File: config.mk
export PLATFORM = sky130hd
export DESIGN_NAME = mfp_multi_digit_display
export DESIGN_NICKNAME = d
export VERILOG_FILES = /design/src/rtl/mfp_multi_digit_display.sv
export SDC_FILE = /design/constraint.sdc
export NUM_CORES = 1
export LEC_CHECK = 0
export ABC_AREA = 1
export BUFFER_PORTS_ARGS = -buffer_cell sky130_fd_sc_hd__buf_2
export CORE_ASPECT_RATIO = 0.7
export CORE_MARGIN = 10
export CORE_UTILIZATION = 30
export CTS_BUF_LIST = sky130_fd_sc_hd__clkbuf_2
export CTS_CLUSTER_DIAMETER = 80
export DETAILED_ROUTE_END_ITERATION = 8
export SLEW_MARGIN = 25
export SYNTH_ARGS = -nofsm -noshare
export SYNTH_HDL_FRONTEND = slang
export SYNTH_SLANG_ARGS = --single-unit
File: constraint.sdc
create_clock -name clk -period 3.8 [get_ports clk]
set_input_delay 0.38 -clock clk [delete_from_list [all_inputs] [get_ports clk]]
set_output_delay 0.38 -clock clk [all_outputs]
set_load 0.005 [all_outputs]
File: src/rtl/mfp_multi_digit_display.sv
// mfp_multi_digit_display
//   Hex display driver for N_DIGITS seven-segment digits. A load strobe
//   captures number/dots/blink atomically; the display only ever reads the
//   captured copies. Supports leading-zero blanking, per-digit decimal
//   points, per-digit blink, and either static or time-multiplexed output.
// Ports
//   clk, rst        clock, asynchronous active-high reset
//   load            capture number/dots/blink on this edge
//   number          packed hex value, nibble i = digit i (digit 0 rightmost)
//   dots, blink     per-digit decimal-point request / blink enable
//   lz_blank        live leading-zero blanking enable
//   all_segments    static: {g..a} per digit, active-low (all 1s when scanned)
//   all_dots        static: dot per digit, active-low (all 1s when scanned)
//   seven_segments  scanned: {g..a} of selected digit (7'h7f when static)
//   dot             scanned: dot of selected digit (1 when static)
//   anodes          scanned: one-hot-low digit enable (all 1s when static)
module mfp_multi_digit_display #(
    parameter int N_DIGITS    = 6,
    parameter int SCANNED     = 0,
    parameter int SCAN_DIV_W  = 16,
    parameter int BLINK_DIV_W = 25
) (
    input  logic                    clk,
    input  logic                    rst,
    input  logic                    load,
    input  logic [4*N_DIGITS-1:0]   number,
    input  logic [N_DIGITS-1:0]     dots,
    input  logic [N_DIGITS-1:0]     blink,
    input  logic                    lz_blank,
    output logic [7*N_DIGITS-1:0]   all_segments,
    output logic [N_DIGITS-1:0]     all_dots,
    output logic [6:0]              seven_segments,
    output logic                    dot,
    output logic [N_DIGITS-1:0]     anodes
);

    function automatic logic [6:0] glyph(input logic [3:0] h);
        case (h)
            4'h0: glyph = 7'h40;  4'h1: glyph = 7'h79;
            4'h2: glyph = 7'h24;  4'h3: glyph = 7'h30;
            4'h4: glyph = 7'h19;  4'h5: glyph = 7'h12;
            4'h6: glyph = 7'h02;  4'h7: glyph = 7'h78;
            4'h8: glyph = 7'h00;  4'h9: glyph = 7'h18;
            4'hA: glyph = 7'h08;  4'hB: glyph = 7'h03;
            4'hC: glyph = 7'h46;  4'hD: glyph = 7'h21;
            4'hE: glyph = 7'h06;  default: glyph = 7'h0e;
        endcase
    endfunction

    logic [4*N_DIGITS-1:0]  number_r;
    logic [N_DIGITS-1:0]    dots_r;
    logic [N_DIGITS-1:0]    blink_r;
    logic [BLINK_DIV_W-1:0] blink_cnt;
    logic                   phase;

    always_ff @(posedge clk or posedge rst) begin
        if (rst) begin
            number_r  <= '0;
            dots_r    <= '0;
            blink_r   <= '0;
            blink_cnt <= '0;
            phase     <= 1'b0;
        end else begin
            if (load) begin
                number_r <= number;
                dots_r   <= dots;
                blink_r  <= blink;
            end
            blink_cnt <= blink_cnt + 1'b1;
            if (&blink_cnt)
                phase <= ~phase;
        end
    end

    // Per-digit glyph and dot, from latched state only (lz_blank is live).
    logic [6:0]          seg_c [N_DIGITS];
    logic [N_DIGITS-1:0] dot_c;

    always_comb begin
        logic hi_zero;
        logic dark;
        hi_zero = 1'b1;
        dark    = 1'b0;
        seg_c   = '{default: 7'h7f};
        dot_c   = '1;
        // Walk from the most significant digit down; hi_zero stays set while
        // every nibble from the top through digit i is zero.
        for (int i = N_DIGITS - 1; i >= 0; i--) begin
            hi_zero  = hi_zero & (number_r[4*i +: 4] == 4'h0);
            dark     = blink_r[i] & phase;
            seg_c[i] = ((lz_blank && (i != 0) && hi_zero) || dark)
                       ? 7'h7f : glyph(number_r[4*i +: 4]);
            // A leading-zero blanked digit keeps its dot; a blink-dark one does not.
            dot_c[i] = dark ? 1'b1 : ~dots_r[i];
        end
    end

    if (SCANNED == 0) begin : g_static
        always_ff @(posedge clk or posedge rst) begin
            if (rst) begin
                all_segments <= '1;
                all_dots     <= '1;
            end else begin
                for (int i = 0; i < N_DIGITS; i++)
                    all_segments[7*i +: 7] <= seg_c[i];
                all_dots <= dot_c;
            end
        end
        assign seven_segments = 7'h7f;
        assign dot            = 1'b1;
        assign anodes         = '1;
    end else begin : g_scan
        localparam int IDX_W = (N_DIGITS > 1) ? $clog2(N_DIGITS) : 1;

        logic [SCAN_DIV_W-1:0] presc;
        logic [IDX_W-1:0]      idx;
        logic                  scan_tick;

        // Tick on the cycle whose closing edge wraps the prescaler to 0.
        assign scan_tick = &presc;

        // Anode, segments and dot are all registered from the same idx and
        // latched data, so they change together on one edge: no ghosting.
        always_ff @(posedge clk or posedge rst) begin
            if (rst) begin
                presc          <= '0;
                idx            <= '0;
                anodes         <= '1;
                seven_segments <= 7'h7f;
                dot            <= 1'b1;
            end else begin
                presc <= presc + 1'b1;
                if (scan_tick)
                    idx <= (idx == IDX_W'(N_DIGITS - 1)) ? '0 : idx + 1'b1;
                anodes         <= ~(N_DIGITS'(1) << idx);
                seven_segments <= seg_c[idx];
                dot            <= dot_c[idx];
            end
        end
        assign all_segments = '1;
        assign all_dots     = '1;
    end

endmodule

# ---- After elaboration in Yosys (flattened, before gate mapping)
# Memories as Yosys holds them, arrays and structs flattened.
# Index checks and enable logic that the tools add are counted.
dict set report word_totals {
  mem_bits_ro 672
  reg_bits 110
  input_bits 40
  mem_count 6
  output_inout_bits 62
}
dict set report op_classes {
  mux 12
  reduce_logical 16
  addsub 1
  n_bitwise 17
}
# memory depth width rd rd_clocked_by_memory_dff write_ports line
set memory_table {}
lappend memory_table {{(no name shown)} 16 7 1 0 0 38} ;# case (h)
lappend memory_table {{(no name shown)} 16 7 1 0 0 38}
lappend memory_table {{(no name shown)} 16 7 1 0 0 38}
lappend memory_table {{(no name shown)} 16 7 1 0 0 38}
lappend memory_table {{(no name shown)} 16 7 1 0 0 38}
lappend memory_table {{(no name shown)} 16 7 1 0 0 38}
# op n
set op_table {}
lappend op_table {{$mux 7} 6}
lappend op_table {{$add 25x1->25 const B} 1}
lappend op_table {{$reduce_and 25->1} 1}
lappend op_table {{$logic_not 4->1} 5}
lappend op_table {{$and 1x1->1} 10}
lappend op_table {{$not 1->1} 7}
lappend op_table {{$mux 1} 6}
lappend op_table {{$logic_and 1x1->1} 5}
lappend op_table {{$logic_or 1x1->1} 5}

# ---- Longest topological paths before layout
dict set report logic_depth {
  word_depth 8
  mapped_depth 8
  ltp_nobuf 8
}

# ---- Worst setup path after synthesis
# OpenSTA, ideal clock, no wires.
dict set report synth_timing {
  path_type {flip-flop to flip-flop}
  from {reg number_r[20]}
  to {reg all_segments[10]}
  setup_time_ns 0.066
  path_buffers 0
  path_slack_ns 2.491
  t_required_ns 3.734
  path_stages_with_launch 9
  arrival_time_ns 1.243
  synth_period_minus_slack_ns 1.309
  path_cell_list {dfrtp_1 -> inv_1 -> ha_1 -> nand2_1 -> inv_1 -> nand2_1 -> nor2_4 -> nand4_4 -> nand3_1}
}
# item line
set synth_rtl {}
lappend synth_rtl {{start: declaration} 50} ;# logic [4*N_DIGITS-1:0] number_r;
lappend synth_rtl {{start signal: assignment} 65} ;# number_r <= number;
lappend synth_rtl {{end signal: indexed assignment} 105} ;# all_segments[7*i +: 7] <= seg_c[i];
lappend synth_rtl {{end: declaration} 30} ;# output logic [7*N_DIGITS-1:0] all_segments,

==> out/metrics.yaml <==
yosys:
  synth_top_family_by_area: "simple AND/OR/NAND/NOR gates"
  yosysSeqAreaShare_pct: 50.6
  synthCells: 635
  synth_compound_area_share_pct: 7.74
  ys_warn_count: 0
  synthSimpleGateAreaFrac_pct: 24.5
  synth_seq_cells: 110
  synth_area_leaders: "dfrtp_1 (28%), dfstp_2 (23%), nand2_1 (11%), ha_1 (5.8%), nand3_1 (4.7%)"
  yosysTopAreaCell: "dfrtp_1"
  synth_top_area_share_pct: 27.9
  synth_xor_area_share_pct: 2.36
  synth_cell_types: 32
  synth_area_um2: 5560
  synthAdderAreaFrac_pct: 5.85
  syn_avg_cell_area_um2: 8.76
  synth_mux_area_share_pct: 2.02
setup_path:
  crit_arrival_ns: 2.21
  critPathKind: "reg -> reg"
  critPathRequiredTime_ns: 4.33
  reg2reg_setup_slack_ns: 2.12
  cp-end-kind: "register"
  crit_slowest_cell: "dfrtp_1"
  crit_fanout: 7
  path_cells: "inv_1, ha_1, nand2_1, inv_1, nand2_1, nor2_4, nand4_4, nand3_1"
  critPathLaunchType: "register"
  max_stage_delay_ns: 0.47
clock_network:
  clk_pin_slew_ns: 0.28
  post_cts_buffers: 0
  cts_hold_buf: 37
  h-tree-depth: 3
  clkLatencyLatePin_ns: 0.57
  cts_buffer_depth: 2
  cts_tree: "done"
  ctsResizeCount: 0
  tritoncts.num_buffers: 9
  clockRootBuffer: "clkbuf_2"
  cts.sinks: 110
global_routing:
  gr-usage-met1_pct: 15.8
  grt-ovfl-total: 0
  grtUsageMet2_pct: 16.4
  grt_pass1_wl_mm: 22.5
  grt_pass1_vias: 4401
  track_usage_pct: 11.1
  antenna_found_initial: 1
  grt_max_degree: 82
  grt_use_met3_pct: 2.74
  grt-busiest-layer: "met2"
floorplan:
  die-area_um2: 24500
  die_h_um: 134
  num_rows: 41
  io_pins: 102
  die_w_um: 183
  initial_core_util_pct: 30.7
  core_area_um2: 18100
timing:
  worstMarginPinSlew_ns: 0.593
  setup_tns_ns: 0
  final.min_clock_period_ns: 1.68
  drv_slew: 0
  clock_skew_ns: 0.0136
  fmax_mhz: 596
  hold_viol: 0
  maxSlewHeadroom_pct: 60.4
  rsz0062_at_grt: "no"
  period_share_pct: 44.2
  setup_viol: 0
detailed_routing:
  viasPerCell: 4.42
  drt_iter0_drc: 475
  wl_per_cell_um: 13.4
  wl_mm: 13.4
  antenna_left: 0
  first_pass_iters: 7
  route.detailed.drc: 0
  via_count: 4420
cells_and_area:
  final_util_pct: 37.0
  layout-drive-gt1-share_pct: 23.6
  areaGrowthSynthToFinish_pct: 20.3
  final_cells: 1001
  nets: 825
run_status:
  status: "completed"
place:
  portBuffers: 87
  gp_congestion: 0.882
  dpl.cell_count: 947
  hpwl_mm: 10.1
pwr:
  p_leak_nw: 3.20
  p_total_mw: 2.39
  peakVddDrop_uv: 142
  pwr_density_cell_nw_per_um2: 357
min_path:
  hp-class: "in -> reg"
flow_run:
  cap_violations: 0
==> power breakdown <==
| group | leakage [nW] | internal, mW | switching [mW] |
|---|---|---|---|
| Sequential | 1.28 | 1.34 | 0.0657 |
| Combinational | 1.85 | 0.199 | 0.254 |
| Clock | 0.0656 | 0.152 | 0.379 |
| Total | 3.20 | 1.69 | 0.700 |
==> cell families after synthesis <==
kind of cell / count (synthesis)
buffers and inverters: 85
DFF: 110
adders and majority gates: 26
muxes: 10
other: 1
and+or+nand+nor: 311
xor gates and xnor gates: 15
AOI/OAI and AO/OA: 77
==> worst max-delay path: cells and delay by family, from the launching register on <==
family / cells / cell delay (ns)
buffers and inverters: 2 / 0.19
flip-flops: 1 / 0.47
adder cells (fa/ha/maj): 1 / 0.21
AND/OR/NAND/NOR: 5 / 0.77
==> layout by cell type (no fill, tap or decap), types with 9 or more instances in the layout <==
cell type and count:
nand2_1 165, buf_2 86, nor2_1 62, dfrtp_1 62
inv_1 58, nand3_1 52, dfstp_2 48, o21ai_0 45
dlygate4sd3_1 37, ha_1 26, conb_1 14, a21oi_1 13
o211ai_1 10, mux2_2 10, clkbuf_2 10, xor2_1 9
==> synthesized netlist by cell type <==
cell type  count
nor2_2         5
o211ai_1      10
nor2_4         6
nand4_1        7
xor2_1         9
inv_1         59
conb_1         1
nand4_4        1
buf_2          4
nand3b_1       1
buf_4         14
nand3_4        1
inv_2          1
mux2_2        10
buf_6          1
nor3_1         7
ha_1          26
nand3_1       52
a21oi_1       13
o21ai_0       45
nand2_1      165
and3_1         1
dfstp_2       48
clkbuf_1       6
dfrtp_1       62
a22oi_1        3
nor2_1        62
a21oi_2        1
xnor2_1        6
o22ai_1        3
o21a_1         2
nand2_2        3
==> worst paths after layout <==
| kind | startpoint | endpoint | cells past startpoint |
|---|---|---|---|
| worst min-delay path | load | number_r[13]$_DFFE_PP0P_ | 3 |
| min in group asynchronous | rst | number_r[4]$_DFFE_PP0P_ | 3 |
| worst max register to register | number_r[20]$_DFFE_PP0P_ | all_segments[11]$_DFF_PP1_ | 8 |
| max in group asynchronous | rst | all_segments[23]$_DFF_PP1_ | 4 |
| worst max-delay path | number_r[20]$_DFFE_PP0P_ | all_segments[11]$_DFF_PP1_ | 8 |
| worst min register to register | dots_r[1]$_DFFE_PP0P_ | all_dots[1]$_DFF_PP1_ | 1 |
==> per-stage QoR <==
| step | area (um2) | hold WS (ns) | worst slack [ns] |
|---|---|---|---|
| CTS | 6690 | 0.242 | 2.05 |
| global route | 6690 | 0.232 | 1.96 |
| detailed placement | 6200 | 0.385 | 2.04 |
| finish | 6690 | 0.293 | 2.12 |
| floorplan | 5610 | 0.372 | 0.597 |
| global placement | 6200 | 0.386 | 2.07 |
==> flip-flops by register name, summed over array words and instances, names as in the netlist <==
register and cells:
all_segments 42, blink_cnt 25, number_r 24, all_dots 6
blink_r 6, dots_r 6, phase 1
==> cell type report <==
cell class              instances  area, um2
multi-input cells             453       2410
clock inverters                 6       62.6
repair buffers                125        828
diodes                          1       2.50
well taps                     236        295
clock buffers                  10       50.0
fillers                      1878      11400
inverters                      60        228
flip-flops and latches        110       2810
==> metal layers <==
layer  wire, um  vias up
li1           -     2267
met1       6880     2045
met2       5810      104
met3        619        4
met4         66        0
met5          0        -
Power figures use the tool's default switching activity.
